### src/rtl/cpu_types_pkg.sv
// Shared CPU datapath types.
//   word_t    : 32-bit machine word, used for PCs and branch targets
//   bp_mode_t : branch predictor operating mode
package cpu_types_pkg;

  localparam int unsigned WORD_W = 32;

  typedef logic [WORD_W-1:0] word_t;

  typedef enum logic {
    BP_STATIC_NT = 1'b0,
    BP_DYNAMIC   = 1'b1
  } bp_mode_t;

endpackage

### src/rtl/sat_counter.sv
// Combinational next-value for a saturating up/down counter.
// Ports:
//   cnt_i       : current counter value
//   inc_i       : count up, holding at all ones
//   dec_i       : count down, holding at zero
//   force_max_i : load all ones (takes priority over inc/dec)
//   cnt_o       : next counter value
module sat_counter #(
  parameter int unsigned CTR_BITS = 2
) (
  input  logic [CTR_BITS-1:0] cnt_i,
  input  logic                inc_i,
  input  logic                dec_i,
  input  logic                force_max_i,
  output logic [CTR_BITS-1:0] cnt_o
);

  always_comb begin
    cnt_o = cnt_i;
    if (force_max_i) begin
      cnt_o = '1;
    end else if (inc_i) begin
      if (cnt_i != '1) cnt_o = cnt_i + CTR_BITS'(1);
    end else if (dec_i) begin
      if (cnt_i != '0) cnt_o = cnt_i - CTR_BITS'(1);
    end
  end

endmodule

### src/rtl/branch_predictor.sv
// Direct-mapped branch target buffer with per-entry saturating direction
// counters. Lookup is combinational from the fetch PC; the resolving stage
// writes outcomes back at the clock edge. Also keeps performance counters.
// Ports:
//   CLK, RST          : clock, synchronous active-high reset
//   lookup_en         : fetch valid this cycle (gates perf counting only)
//   lookup_pc         : fetch PC
//   pred_taken        : predicted taken (combinational)
//   pred_target       : predicted next PC (combinational)
//   update_*          : resolved control-flow outcome for update_pc
//   perf_lookups      : lookup_en cycles
//   perf_hits         : lookup_en cycles that hit
//   perf_mispredicts  : update_en cycles with update_mispredict
module branch_predictor
  import cpu_types_pkg::*;
#(
  parameter int unsigned ENTRIES  = 16,
  parameter int unsigned CTR_BITS = 2,
  parameter bp_mode_t    MODE     = BP_DYNAMIC
) (
  input  logic  CLK,
  input  logic  RST,
  input  logic  lookup_en,
  input  word_t lookup_pc,
  output logic  pred_taken,
  output word_t pred_target,
  input  logic  update_en,
  input  word_t update_pc,
  input  logic  update_is_branch,
  input  logic  update_taken,
  input  word_t update_target,
  input  logic  update_mispredict,
  output word_t perf_lookups,
  output word_t perf_hits,
  output word_t perf_mispredicts
);

  localparam int unsigned IDX_BITS = $clog2(ENTRIES);
  localparam int unsigned TAG_BITS = WORD_W - IDX_BITS - 2;
  localparam logic [CTR_BITS-1:0] CTR_WEAK_TAKEN = CTR_BITS'(1) << (CTR_BITS - 1);

  typedef struct packed {
    logic                valid;
    logic [TAG_BITS-1:0] tag;
    word_t               target;
    logic [CTR_BITS-1:0] ctr;
  } entry_t;

  entry_t table_q [ENTRIES];

  // PC byte offset is never part of index or tag.
  logic unused_pc_lsbs;
  assign unused_pc_lsbs = ^{lookup_pc[1:0], update_pc[1:0]};

  // Lookup path
  logic [IDX_BITS-1:0] lk_idx;
  logic [TAG_BITS-1:0] lk_tag;
  logic                lk_hit;

  assign lk_idx      = lookup_pc[IDX_BITS+1:2];
  assign lk_tag      = lookup_pc[WORD_W-1:IDX_BITS+2];
  assign lk_hit      = table_q[lk_idx].valid && (table_q[lk_idx].tag == lk_tag);
  assign pred_taken  = lk_hit && (MODE == BP_DYNAMIC) && table_q[lk_idx].ctr[CTR_BITS-1];
  assign pred_target = pred_taken ? table_q[lk_idx].target : lookup_pc + 32'd4;

  // Update path
  logic [IDX_BITS-1:0] up_idx;
  logic [TAG_BITS-1:0] up_tag;
  entry_t              up_entry;
  entry_t              entry_d;
  logic                up_hit;
  logic                wr_en;
  logic [CTR_BITS-1:0] ctr_next;

  assign up_idx   = update_pc[IDX_BITS+1:2];
  assign up_tag   = update_pc[WORD_W-1:IDX_BITS+2];
  assign up_entry = table_q[up_idx];
  assign up_hit   = up_entry.valid && (up_entry.tag == up_tag);

  sat_counter #(
    .CTR_BITS (CTR_BITS)
  ) u_ctr (
    .cnt_i       (up_entry.ctr),
    .inc_i       (update_is_branch && update_taken),
    .dec_i       (update_is_branch && !update_taken),
    .force_max_i (!update_is_branch),
    .cnt_o       (ctr_next)
  );

  always_comb begin
    entry_d = up_entry;
    wr_en   = 1'b0;
    if (update_en) begin
      if (up_hit) begin
        wr_en       = 1'b1;
        entry_d.ctr = ctr_next;
        if (update_taken) entry_d.target = update_target;
      end else if (update_taken) begin
        wr_en          = 1'b1;
        entry_d.valid  = 1'b1;
        entry_d.tag    = up_tag;
        entry_d.target = update_target;
        entry_d.ctr    = update_is_branch ? CTR_WEAK_TAKEN : '1;
      end
    end
  end

  // Writes land at the edge, so a same-cycle lookup sees the old entry.
  always_ff @(posedge CLK) begin
    if (RST) begin
      for (int unsigned i = 0; i < ENTRIES; i++) begin
        table_q[i].valid <= 1'b0;
        table_q[i].ctr   <= '0;
      end
    end else if (wr_en) begin
      table_q[up_idx] <= entry_d;
    end
  end

  // Performance counters
  word_t lookups_q, hits_q, mispred_q;

  always_ff @(posedge CLK) begin
    if (RST) begin
      lookups_q <= '0;
      hits_q    <= '0;
      mispred_q <= '0;
    end else begin
      if (lookup_en)                      lookups_q <= lookups_q + 32'd1;
      if (lookup_en && lk_hit)            hits_q    <= hits_q + 32'd1;
      if (update_en && update_mispredict) mispred_q <= mispred_q + 32'd1;
    end
  end

  assign perf_lookups     = lookups_q;
  assign perf_hits        = hits_q;
  assign perf_mispredicts = mispred_q;

endmodule

### config.mk
export PLATFORM = sky130hd
export DESIGN_NAME = branch_predictor
export DESIGN_NICKNAME = d
export VERILOG_FILES = /design/src/rtl/cpu_types_pkg.sv /design/src/rtl/sat_counter.sv /design/src/rtl/branch_predictor.sv
export SDC_FILE = /design/constraint.sdc
export NUM_CORES = 2
export LEC_CHECK = 0
export CORE_AREA = 2 2 343 345
export CTS_BUF_LIST = sky130_fd_sc_hd__clkbuf_16
export DETAILED_ROUTE_END_ITERATION = 16
export DIE_AREA = 0 0 345 347
export PLACE_DENSITY = 0.68
export SYNTH_ARGS = -nofsm -noshare
export SYNTH_HDL_FRONTEND = slang
export SYNTH_HIERARCHICAL = 1
export SYNTH_SLANG_ARGS = --single-unit
### constraint.sdc
create_clock -name CLK -period 12.7 [get_ports CLK]
set_input_delay 2.54 -clock CLK [delete_from_list [all_inputs] [get_ports CLK]]
set_output_delay 2.54 -clock CLK [all_outputs]
set_load 0.005 [all_outputs]
Word-level counts from Yosys, hierarchy flattened
Memories as Yosys holds them, arrays and structs flattened.
Cells that the tools add are included.
- equality and inequality tests: 3
- reductions and logical operators: 10
- add/sub/neg operators: 6
- muxes and demuxes: 23
- operators by type and width (cell ; count):
    61-bit two-way mux ; 3
    32-bit by 1-bit adder with 32-bit output, second input constant ; 3
    32-bit two-way mux ; 2
    61-bit OR reduction ; 1
    26-bit == test ; 2
    34-bit two-way mux ; 1
    32-bit by 3-bit adder with 32-bit output, second input constant ; 1
    27-bit two-way mux ; 1
    2-bit two-way mux ; 6
    1-bit two-way mux ; 9
    1-bit logical AND ; 7
    4-bit two-way mux ; 1
    2-bit by 1-bit adder with 2-bit output, second input constant ; 1
    2-bit inequality test, second input constant ; 1
    2-bit nonzero test ; 1
    2-bit by 1-bit subtractor with 2-bit output, second input constant ; 1
    1-bit logical NOT ; 1
- bits in writable memories: 976
- output and inout port bits: 129
- memories: 1
- logic and storage cells: 46
- register bits after elaboration: 96
- input bits: 103
- memory list (name ; words ; width ; read ports ; clocked after memory_dff ; write ports ; RTL line ; text):
    table_q ; 16 ; 61 ; 2 ; 0 ; 16 ; branch_predictor.sv:49 ; entry_t table_q [ENTRIES];

Depth between registers and ports, before layout
An unclocked memory read counts as a cell.
- depth after elaboration: 10
- gate-level depth with buffers: 17

Hierarchy
Netlist, hierarchy kept.
- by module, submodules not included (module ; times used ; area an instance (um^2) ; sequential area each (um^2) ; cells an instance):
    branch_predictor ; 1 ; 51931.1 ; 31230.0 ; 2982
    sat_counter ; 1 ; 47.5 ; 0.0 ; 8

Worst setup path before layout
Ideal clock, no wire load.
- kind: input port to flip-flop
- start point: input update_pc[2]
- end point: memory table_q[3][0] (netlist bit) (enable)
- stages on the path: 11
- buffers on the path: 2
- setup time: 0.316 ns
- path slack: 2.783 ns
- data arrival time: 9.601 ns
- cell sequence: buf_6 -> buf_6 -> mux4_2 -> a22o_1 -> a221oi_1 -> o22ai_1 -> or4b_1 -> nor4_4 -> o21ai_1 -> nor3_1 -> or2_2
- RTL lines (element ; RTL line ; text):
    from (decl) ; branch_predictor.sv:28 ; input word_t update_pc,
    to (decl) ; branch_predictor.sv:49 ;

Final worst setup path
- start point: input lookup_pc[4]
- end point: output pred_target[26]
- word-level cells in the longest chain between the ends: 5
- elaborated cells on any way between the ends: 6
- classes of those cells: 1 x add/sub; 1 x eq/ne; 1 x mux; 2 x reduce/logical; 1 x memory
- RTL lines (element ; RTL line ; text):
    from (decl) ; branch_predictor.sv:24 ; input word_t lookup_pc,
    memory read 16 x 61 bit ; - ;
    26-bit == test ; branch_predictor.sv:62 ; assign lk_hit = table_q[lk_idx].valid && (table_q[lk_idx].tag == lk_tag);
    1-bit logical AND ; branch_predictor.sv:62 ;
    1-bit logical AND ; branch_predictor.sv:63 ; assign pred_taken = lk_hit && (MODE == BP_DYNAMIC) && table_q[lk_idx].ctr[CTR_BITS-1];
    32-bit two-way mux * ; branch_predictor.sv:64 ; assign pred_target = pred_taken ? table_q[lk_idx].target : lookup_pc + 32'd4;
    to (decl) ; branch_predictor.sv:26 ; output word_t pred_target,
Mark *: on every way between the ends. The rest lies on a longest branch, timed or not.

==> results.cfg <==
[outcome]
status = finished, final reports clean

[place]
gp_congestion = 0.9352
dp_hpwl_um = 88800
placed_cells = 4606
io_buffers = 229
dp_slack_ps = 2494

[global_route]
grt_pass1_vias = 30630
track_usage_pct = 24.63
grt_max_degree = 105
antenna_found_initial = 2
grt_pass1_wl_um = 214500
overflow = 0

[worst_setup_path]
path_class = in -> out
r2r_cells = 12
reg2reg_to = table_q[8][9]$_DFFE_PP_
start_kind = input port
cp-end-kind = output pin
rrSetupSlack_ps = 7030
arrival_ps = 7820
rr_startpoint = table_q[11][54]$_DFFE_PP_
worst_ep_required_time_ps = 10160
worstPathMaxFanout = 62

[die]
pin_count = 232
dieArea_mm2 = 0.1197
core-area_mm2 = 0.1157
die_x_um = 345
start_util_pct = 44.91
fp.dieH_um = 347
rows = 125

[synthesis]
syn_area_per_cell_um2 = 17.38
synthCells = 2990
syn_nets = 3097
synth_top_flop_cell = edfxtp_1
yosysMostFrequentCell = edfxtp_1
synth_cell_types = 75
yosysTopAreaCell = edfxtp_1
synth_area_mm2 = 0.05198
postSynth.asyncResetShare_pct = 0
synth_area_leaders = edfxtp_1 (56%), mux4_2 (22%), mux2i_1 (3.7%)
synth_edf_count = 976
yosys_warnings = 6
ys_seq_area_share_pct = 60.08
synthTopCellsByCount = edfxtp_1 (976), mux4_2 (507), mux2i_1 (194)
synth_seq_cells = 1072
netlist.area_leader.share_pct = 56.38

[final_layout]
drive_gt1_share_pct = 26.19
final_cells = 4818
area_delta_synth_final_pct = 14.43
final_nets = 3303

[routing]
drc_errors = 0
num_vias = 31160
vias_per_cell = 6.467
firstDrtPassIters = 5
drt_iter0_drc = 3702
post_drt_wl_per_cell_um = 31.06
routed_wirelength_um = 149700
antenna_left = 0

[power_and_ir_drop]
clkPwrFrac_pct = 40.5
p_seq_share_pct = 50.1
internal_power_mw = 6.063
combPwrFrac_pct = 9.4
p_sw_mw = 1.817
power_density_mw_per_mm2 = 132.5
power_leakage_nw = 19.13
peakVddDrop_mv = 0.1115
p_total_mw = 7.880
swShare_pct = 23.06

[clock_network]
cts_resized = 0
cts_hold_buffers = 0
cts_sinks = 1072
htreeDepth = 3
clkTransAtPathRegs_ps = 60
clockBufferDepth = 3
clkLatencyLatePin_ps = 690
cts_setup_buffers = 0
cts_buffers = 112
tritoncts = built
root_buffer = clkbuf_16

[hold_path]
whs_endpoint = perf_hits[31]$_SDFFE_PP0P_
hp-class = reg -> reg
whs_path_depth = 2
worstHoldStart = perf_hits[31]$_SDFFE_PP0P_

[timing]
grt_setup_unrepaired = false
finalCritPeriodShare_pct = 81.58
worst_pin_slew_ps = 1255
finalSetupViolations = 0
hold_violations = 0
finalMaxSlewViolations = 0
setup_tns_ps = 0
finalCriticalPeriod_ps = 10360
setup_ws_ps = 2339
slew_headroom_pct = 16.13
fmax_mhz = 96.52
holdWs_ps = 488.7
fin_skew_ps = 19.38

[run]
cap_violations = 0
==> flip-flops by register name, indices dropped and copies added, names as in the netlist <==
signal,flops
perf_hits,32
perf_mispredicts,32
table_q,976
perf_lookups,32
==> cells by family (layout without fill, tap and decap cells) <==
group,Yosys count,in the layout,share of synthesized area (%)
AOI/OAI and AO/OA,233,233,2.840
and+or+nand+nor,527,527,4.992
xor gates and xnor gates,145,145,2.443
DFF,1072,1072,60.08
muxes,766,766,27.25
other,0,3,0
adders and majority gates,4,4,0.09629
buffers and inverters,243,544,2.292
==> worst max-delay path by stage <==
| stage | startpoint | end | slack [ps] | cells after the start |
|---|---|---|---|---|
| detailed placement | lookup_pc[2] | pred_target[24] | 2490 | 11 |
| floorplan | update_pc[2] | table_q[3][0]$_SDFFCE_PN0P_ | 2780 | 11 |
| global placement | lookup_pc[2] | pred_target[23] | 2520 | 11 |
| finish | lookup_pc[4] | pred_target[26] | 2340 | 11 |
| global route | lookup_pc[2] | pred_target[24] | 2210 | 11 |
| CTS | lookup_pc[4] | pred_target[24] | 2480 | 11 |
==> layer usage <==
metal  track usage (%)  wire length [um]  vias to the layer above
met3             6.177             16390                      287
met4             7.197              4505                        0
met2             38.09             69470                     1770
met1             34.70             59300                    16340
met5                 0                 0                        -
li1                  -                 -                    12760
==> through the flow <==
step	area, um^2	utilization (%)
floorplan	51980	-
global placement	55900	48.30
detailed placement	55900	48.30
CTS	59470	51.38
global route	59470	51.39
finish	59480	51.39
==> power groups by stage <==
stage	Clock (mW)	Combinational, mW	Sequential [mW]
global placement	0	0.730	4.02
finish	3.19	0.743	3.94
floorplan	0	0.479	4.02
global route	3.36	0.783	3.94
CTS	3.23	0.737	3.94
detailed placement	0	0.735	4.02
==> cell type report <==
class / count / area, um^2
clock inverter: 93 / 663.1
multi-input combinational: 1675 / 19700
antenna: 3 / 7.507
fill: 9364 / 56260
tap: 1524 / 1907
timing repair buffer: 304 / 2950
sequential: 1072 / 31230
clock buffer: 116 / 2903
inverter: 31 / 116.4
==> layout by cell type, fill, tap and decap left out, types with 32 or more instances in the layout <==
cell type          n
a21oi_1           38
a22oi_1           34
and3_1            38
buf_4             72
clkbuf_16        116
clkdlybuf4s50_1  220
dfxtp_1           96
edfxtp_1         976
inv_1             47
mux2_2            58
mux2i_1          194
mux4_2           507
nand2_1          150
nand3_1           43
nor2_1           123
nor3_1            32
o21ai_0           88
xnor2_1           73
xor2_1            72
==> critical path: stages <==
cell             delay, ps
clkbuf_8               600
buf_4                  660
mux4_2                 410
mux2i_1                160
mux2i_1                130
xor2_1                 190
nor4_1                 540
and3_1                 440
and4_4                 810
o21ai_0                570
clkdlybuf4s50_1        600
Power figures use the tool's default switching activity.
